$ cat src/rtl/calc_ctrl.sv
// calc_ctrl: front-panel sequencing controller for the calculator ALU.
// Owns the op selection, latches operands on enter, fires a one-cycle
// start strobe, waits for the ALU with a timeout and then holds either the
// result or an error code for the display driver. Every output is a register.
module calc_ctrl #(
  parameter int DATA_W  = 4,
  parameter int RES_W   = 8,
  parameter int NUM_OPS = 8,   // 2..8
  parameter int TIMEOUT = 16   // >= 2
) (
  input  logic              clk,
  input  logic              rst_n,
  input  logic [DATA_W-1:0] a,
  input  logic [DATA_W-1:0] b,
  input  logic              enter_p,
  input  logic              clear_p,
  input  logic              up_p,
  input  logic              down_p,
  output logic [DATA_W-1:0] alu_a,
  output logic [DATA_W-1:0] alu_b,
  output logic [2:0]        alu_op,
  output logic              alu_start,
  input  logic              alu_done,
  input  logic [RES_W-1:0]  alu_result,
  input  logic              alu_err,
  output logic [2:0]        op_sel,
  output logic              busy,
  output logic [1:0]        disp_mode,
  output logic [RES_W-1:0]  disp_val
);

  // Counter only has to reach TIMEOUT-1.
  localparam int CNT_W = $clog2(TIMEOUT);

  localparam logic [2:0]       OP_LAST  = 3'(NUM_OPS - 1);
  localparam logic [CNT_W-1:0] CNT_LAST = CNT_W'(TIMEOUT - 1);
  localparam logic [CNT_W-1:0] CNT_ONE  = CNT_W'(1);

  localparam logic [1:0] MODE_OP  = 2'd0;
  localparam logic [1:0] MODE_RES = 2'd1;
  localparam logic [1:0] MODE_ERR = 2'd2;

  localparam logic [RES_W-1:0] CODE_ALU_ERR = RES_W'(1);
  localparam logic [RES_W-1:0] CODE_TIMEOUT = RES_W'(2);

  typedef enum logic [2:0] {
    S_IDLE  = 3'd0,
    S_ISSUE = 3'd1,
    S_WAIT  = 3'd2,
    S_SHOW  = 3'd3,
    S_ERR   = 3'd4
  } state_t;

  state_t state_q, state_d;

  logic [CNT_W-1:0]  cnt_q, cnt_d;
  logic [2:0]        op_sel_q, op_sel_d;
  logic [DATA_W-1:0] alu_a_q, alu_a_d;
  logic [DATA_W-1:0] alu_b_q, alu_b_d;
  logic [2:0]        alu_op_q, alu_op_d;
  logic              alu_start_q, alu_start_d;
  logic              busy_q, busy_d;
  logic [1:0]        disp_mode_q, disp_mode_d;
  logic [RES_W-1:0]  disp_val_q, disp_val_d;

  // Scroll helper signals.
  logic       scroll_req;
  logic [2:0] op_scrolled;
  logic       front_panel_state;

  // Scroll decode: a lone up or down pulse moves the selection with wrap;
  // both together cancel and are treated as no scroll at all.
  always_comb begin
    scroll_req  = up_p ^ down_p;
    op_scrolled = op_sel_q;
    if (up_p && !down_p) begin
      op_scrolled = (op_sel_q == OP_LAST) ? 3'd0 : op_sel_q + 3'd1;
    end else if (down_p && !up_p) begin
      op_scrolled = (op_sel_q == 3'd0) ? OP_LAST : op_sel_q - 3'd1;
    end
  end

  // States in which the front panel (enter, scroll) is listened to.
  always_comb begin
    front_panel_state = (state_q == S_IDLE) || (state_q == S_SHOW) ||
                        (state_q == S_ERR);
  end

  // Next-state and next-output logic; clear beats enter beats scroll.
  always_comb begin
    state_d     = state_q;
    cnt_d       = cnt_q;
    op_sel_d    = op_sel_q;
    alu_a_d     = alu_a_q;
    alu_b_d     = alu_b_q;
    alu_op_d    = alu_op_q;
    disp_mode_d = disp_mode_q;
    disp_val_d  = disp_val_q;

    if (clear_p) begin
      // Abandons any in-flight ALU operation; a later done is ignored in IDLE.
      state_d     = S_IDLE;
      cnt_d       = '0;
      disp_mode_d = MODE_OP;
      disp_val_d  = '0;
    end else if (front_panel_state) begin
      if (enter_p) begin
        alu_a_d  = a;
        alu_b_d  = b;
        alu_op_d = op_sel_q;
        state_d  = S_ISSUE;
      end else if (scroll_req) begin
        op_sel_d    = op_scrolled;
        state_d     = S_IDLE;
        disp_mode_d = MODE_OP;
        disp_val_d  = '0;
      end
    end else begin
      case (state_q)
        S_ISSUE: begin
          state_d = S_WAIT;
          cnt_d   = '0;
        end
        S_WAIT: begin
          if (alu_done) begin
            cnt_d = '0;
            if (alu_err) begin
              state_d     = S_ERR;
              disp_mode_d = MODE_ERR;
              disp_val_d  = CODE_ALU_ERR;
            end else begin
              state_d     = S_SHOW;
              disp_mode_d = MODE_RES;
              disp_val_d  = alu_result;
            end
          end else if (cnt_q == CNT_LAST) begin
            // TIMEOUT cycles spent in WAIT without a done.
            cnt_d       = '0;
            state_d     = S_ERR;
            disp_mode_d = MODE_ERR;
            disp_val_d  = CODE_TIMEOUT;
          end else begin
            cnt_d = cnt_q + CNT_ONE;
          end
        end
        default: begin
          state_d = S_IDLE;
          cnt_d   = '0;
        end
      endcase
    end

    // Strobe and busy are registered copies of the upcoming state.
    alu_start_d = (state_d == S_ISSUE);
    busy_d      = (state_d == S_ISSUE) || (state_d == S_WAIT);
  end

  // State and output registers; reset aborts any operation immediately.
  always_ff @(posedge clk or negedge rst_n) begin
    if (!rst_n) begin
      state_q     <= S_IDLE;
      cnt_q       <= '0;
      op_sel_q    <= '0;
      alu_a_q     <= '0;
      alu_b_q     <= '0;
      alu_op_q    <= '0;
      alu_start_q <= 1'b0;
      busy_q      <= 1'b0;
      disp_mode_q <= MODE_OP;
      disp_val_q  <= '0;
    end else begin
      state_q     <= state_d;
      cnt_q       <= cnt_d;
      op_sel_q    <= op_sel_d;
      alu_a_q     <= alu_a_d;
      alu_b_q     <= alu_b_d;
      alu_op_q    <= alu_op_d;
      alu_start_q <= alu_start_d;
      busy_q      <= busy_d;
      disp_mode_q <= disp_mode_d;
      disp_val_q  <= disp_val_d;
    end
  end

  assign alu_a     = alu_a_q;
  assign alu_b     = alu_b_q;
  assign alu_op    = alu_op_q;
  assign alu_start = alu_start_q;
  assign op_sel    = op_sel_q;
  assign busy      = busy_q;
  assign disp_mode = disp_mode_q;
  assign disp_val  = disp_val_q;

endmodule

$ cat config.mk
export PLATFORM = sky130hd
export DESIGN_NAME = calc_ctrl
export DESIGN_NICKNAME = d
export VERILOG_FILES = /design/src/rtl/calc_ctrl.sv
export SDC_FILE = /design/constraint.sdc
export NUM_CORES = 1
export LEC_CHECK = 0
export BUFFER_PORTS_ARGS = -buffer_cell sky130_fd_sc_hd__buf_2
export CAP_MARGIN = 10
export CORE_ASPECT_RATIO = 0.8
export CORE_MARGIN = 3
export CORE_UTILIZATION = 49
export DETAILED_ROUTE_END_ITERATION = 8
export PLACE_DENSITY = 0.74
export SYNTH_ARGS = -nofsm -noshare
export SYNTH_HDL_FRONTEND = slang
export SYNTH_SLANG_ARGS = --single-unit
$ cat constraint.sdc
create_clock -name clk -period 2.14 [get_ports clk]
set_clock_uncertainty 0.15 [all_clocks]
set_input_delay 0.107 -clock clk [delete_from_list [all_inputs] [get_ports clk]]
set_output_delay 0.107 -clock clk [all_outputs]
set_load 0.01 [all_outputs]
[Yosys cells after proc, flatten, opt, wreduce, memory -nomap -nowiden]
Cells that the tools add are included.
Cells by class
  $add $sub $neg: 3
  equal/unequal tests: 11
  mux-type cells: 33
  bitwise operators: 3
  reduce and logical (&&, ||, !) cells: 15
Operators with widths (count)
  8-bit two-way mux: 8
  3-bit two-way mux: 11
  4-bit two-way mux: 5
  2-bit two-way mux: 8
  3-bit by 2-bit == test with 1-bit output (second input constant): 3
  3-bit by 1-bit == test with 1-bit output (second input constant): 2
  3-bit == test (second input constant): 2
  3-bit logical NOT: 2
  3-bit != test (second input constant): 2
  3-bit case mux with 2 select lines: 1
  5-bit AND reduction: 1
  4-bit by 1-bit adder with 4-bit output (second input constant): 1
  4-bit == test (second input constant): 1
  4-bit AND reduction: 1
  4-bit nonzero test: 1
  3-bit by 1-bit adder with 3-bit output (second input constant): 1
  1-bit logical OR: 3
  3-bit AND reduction: 1
  3-bit nonzero test: 1
  3-bit by 1-bit subtractor with 3-bit output (second input constant): 1
  1-bit logical AND: 2
  1-bit logical NOT: 2
  2-bit != test (second input constant): 1
  1-bit NOT: 2
  other kinds (2): 2
Storage, ports and cells
  register bits after elaboration: 33
  output and inout port bits: 26
  word-level logic and storage cells: 75

[Longest topological paths before layout]
  depth in word-level cells: 8
  mapped depth: 7
  mapped depth without buffers: 7

[Worst setup path before layout]
OpenSTA, ideal clock, no wires.
  path type: register to register
  from: reg state_q[0]
  to: reg alu_a_q[0], in the netlist alu_a[0]
  library setup time: 0.128 ns
  data arrival time: 1.544 ns
  required time: 1.862 ns
  slack: 0.318 ns
  stages on the path, launching flop included: 6
  buffers on the path: 0
  cell sequence: dfrtp_1 -> or2_1 -> a21oi_2 -> nand2_1 -> inv_4 -> mux2_1
On the way
  word-level cells in the longest chain between the ends: 4
Ends and longest elaborated chain
  from (decl): RTL line 54  | state_t state_q, state_d;
  from (signal assigned): RTL line 172  | state_q <= state_d;
  3-bit by 2-bit == test with 1-bit output or 3-bit logical NOT (tied branches): RTL line 85  | front_panel_state = (state_q == S_IDLE) || (state_q == S_SHOW) ||
  1-bit logical OR: RTL line 85
  1-bit logical OR (*): RTL line 85
  3-bit AND reduction (no line) (*)
  to (signal assigned): RTL line 175  | alu_a_q <= alu_a_d;
  to (decl): RTL line 58  | logic [DATA_W-1:0] alu_a_q, alu_a_d;
Mark *: on every way between the ends. The rest lies on a longest branch, timed or not.
A chain may end at the register's enable or synchronous reset.

[Worst setup path in the final report]
  from: reg state_q[2]
  to: reg alu_b_q[2], in the netlist alu_b[2]
On the way
  word-level cells in the longest chain between the ends: 4
Ends and longest elaborated chain
  3-bit by 2-bit == test with 1-bit output or 3-bit logical NOT (tied branches): RTL line 85
  1-bit logical OR: RTL line 85
  1-bit logical OR (*): RTL line 85
  3-bit AND reduction (no line) (*)
  to (signal assigned): RTL line 176  | alu_b_q <= alu_b_d;
  to (decl): RTL line 59  | logic [DATA_W-1:0] alu_b_q, alu_b_d;
Marks and branches as above.

==> impl_results.md <==
* Met3 WL at 188 µm
* Initial antenna violation count at 0
* Clock Sinks at 33
* Num CTS Buffers at 5
* Top_reg_cell synth: dfrtp_1
* Fillers at 205
* Relative slew slack at 51.8%
* Overall routed net length at 3.56 mm
* Synthesized net count at 161
* Setup ws final at 0.226 ns
* Vias per inst at 5.43
* Leakage at 1.07 nW
* Core box area at 0.00287 mm²
* Yosys reg bits at 33
* Starting Density at 53.0%
* DR top layer: met4
* Worst Path Required at 2.15 ns
* Peak VDD IR at 671 µV
* Worst-path clk slew at 0.07 ns
* Most numerous cell in the Yosys netlist: dfrtp_1
* Crit path DAT at 1.93 ns
* Mapped Cells at 131
* Status: complete, no violations
* Post-synth EDFFs at 0
* RSZ-0062 raised after global routing: false
* Ratio of cells with drive above 1 in the final layout at 30.9%
* 1st-iter DRT viols at 44
* Sequential area share after synthesis at 54.2%
* CP max FO at 10
* Post-synth ARST share at 100%
* Synth warn at 0
* Die H at 55.9 µm
* Max Cap Viol at 0
* Post-Syn Area at 0.00152 mm²
* Slew Viols, Final at 0
* DIE WIDTH at 68.3 µm
* Row count at 17
* CP Class: flop to flop
* Largest net degree at the start of global routing at 34
* Diodes inserted at 0
* Startpoint types: flop
* Top cell type by total area after synthesis: dfrtp_1
* Post-synth top cells: dfrtp_1 (33), mux2_1 (11), nand2_1 (10)
* Yosys cell types at 38
* Vias at 1313
* Tcrit/Tclk final at 89.4%
* CP Capture Type: flop
* Synth top area share at 54.2%
* Setup WS pre-CTS at 0.253 ns
* Final Hold Vio Count at 0
* DP Wirelength at 2.46 mm
* Post-CTS Setup Inserts at 0
* Met2 wire len at 1.87 mm
* Residual DRC at 0
* Dominant cells by area after synthesis: dfrtp_1 (54%), mux2_1 (8.1%), ha_1 (4.9%)
* Clock buffer depth at 2
* Slew @ Worst Pin at 0.722 ns
* Flip-flop and latch area at 826 µm²
* Vias in the first global route at 1338
* GPL Wtd Cong at 0.740
* Clock H-tree levels at 2
* Met1 wire length at 1.47 mm
* Router iterations before antenna repair at 4
* Final ANT Viol Nets at 0
* IO Port Bufs at 49
* Multi-input gate area at 643 µm²
* Nets at 234
* CTS root buf: clkbuf_8
* Clk_lat worst skew at 0.28 ns
* Pwr Total at 1.85 mW
* Top-level I/O count at 50
* GRT overflow at 0
* Die ar. at 0.00382 mm²
* Minimum clock period at 1.91 ns
* Final Core Density at 73.1%
* Wire per inst at 14.7 µm
* Setup TNS at 0 ns
* Finish-stage setup viols at 0
* Power Dens Cells at 880 mW/mm²
* GRT Total Usage at 21.0%
* Worst min path class: input pin to flop
* First-pass GRT wire length at 5.92 mm
* Mean post-synth cell area at 11.6 µm²
* Max Fclk at 0.522 GHz
* P&R area growth vs syn at 37.8%
* CTS tree: yes
## final timing paths
check                                           from                       to  slack (ns)  cells past startpoint
worst max-delay path            state_q[2]$_DFF_PN0_     alu_b[2]$_DFFE_PN0P_        0.23                      5
max in group asynchronous                      rst_n           busy$_DFF_PN0_        1.12                      2
worst min-delay path                         alu_err  disp_val[0]$_DFFE_PN0P_        0.02                      3
worst min register to register  alu_b[1]$_DFFE_PN0P_     alu_b[1]$_DFFE_PN0P_        0.34                      1
worst max register to register  state_q[2]$_DFF_PN0_     alu_b[2]$_DFFE_PN0P_        0.23                      5
min in group asynchronous                      rst_n     alu_a[2]$_DFFE_PN0P_        0.27                      2
## cells by family (layout without fill, tap and decap cells)
| kind of cell | count (synthesis) | after routing | synth area share (%) |
|---|---|---|---|
| adders and majority gates | 6 | 6 | 4.93 |
| AOI/OAI and AO/OA | 33 | 33 | 17.3 |
| and+or+nand+nor | 35 | 35 | 11.8 |
| DFF | 33 | 33 | 54.2 |
| muxes | 11 | 11 | 8.13 |
| buffers and inverters | 13 | 86 | 3.53 |
## where the power goes
part / switching, mW / internal, mW / leakage, nW
sequential: 0.0856 / 0.727 / 0.426
clock: 0.218 / 0.338 / 0.0540
combinational: 0.247 / 0.231 / 0.594
## area by class of cell
| type | count | area share, % |
|---|---|---|
| timing repair buffer | 69 | 20.9 |
| sequential | 33 | 39.4 |
| clock buffer | 5 | 3.28 |
| clock inverter | 2 | 1.67 |
| inverter | 10 | 1.91 |
| tap | 38 | 2.27 |
| multi-input combinational | 85 | 30.7 |
## sequential cells by signal, indices dropped and copies added (netlist names)
register and count:
disp_val 8, alu_a 4, alu_b 4, cnt_q 4
alu_op 3, op_sel 3, state_q 3, disp_mode 2
alu_start 1, busy 1
## worst max-delay path, cell delays in order (launching register included)
cell	delay [ns]
dfrtp_1	0.49
nand3b_1	0.25
a21oi_2	0.18
nand2_1	0.20
inv_4	0.18
mux2_1	0.35
## per-layer routing
metal	vias up	global-route usage, %
met1	647	23.9
li1	622	-
met4	0	7.37
met3	5	7.47
met5	-	0
met2	39	35.6
## metrics by stage
step	cell area (µm²)	hold slack, ns	instances
6_report	2100	0.0175	242
5_1_grt	2100	0.0234	242
4_1_cts	2100	0.00478	242
3_5_place_dp	1820	0.0583	218
3_3_place_gp	1820	0.0417	218
2_1_floorplan	1520	-0.339	131
## timing repair
| action | in CTS | in global routing |
|---|---|---|
| hold buffers | 17 | 0 |
| endpoints found under the hold margin | 49 | 0 |
| resized for setup | 0 | 0 |
## layout by cell type, fill, tap and decap left out, types with 5 or more instances in the layout
master / synthesis / routed
inv_1: 9 / 9
dlygate4sd3_1: 0 / 17
clkbuf_8: 0 / 5
nor3_1: 5 / 5
nand2_1: 10 / 10
ha_1: 6 / 6
a22o_1: 7 / 7
dfrtp_1: 33 / 33
nor2_1: 7 / 7
buf_2: 2 / 49
mux2_1: 11 / 11
o21ai_1: 5 / 5
Power figures use the tool's default switching activity.
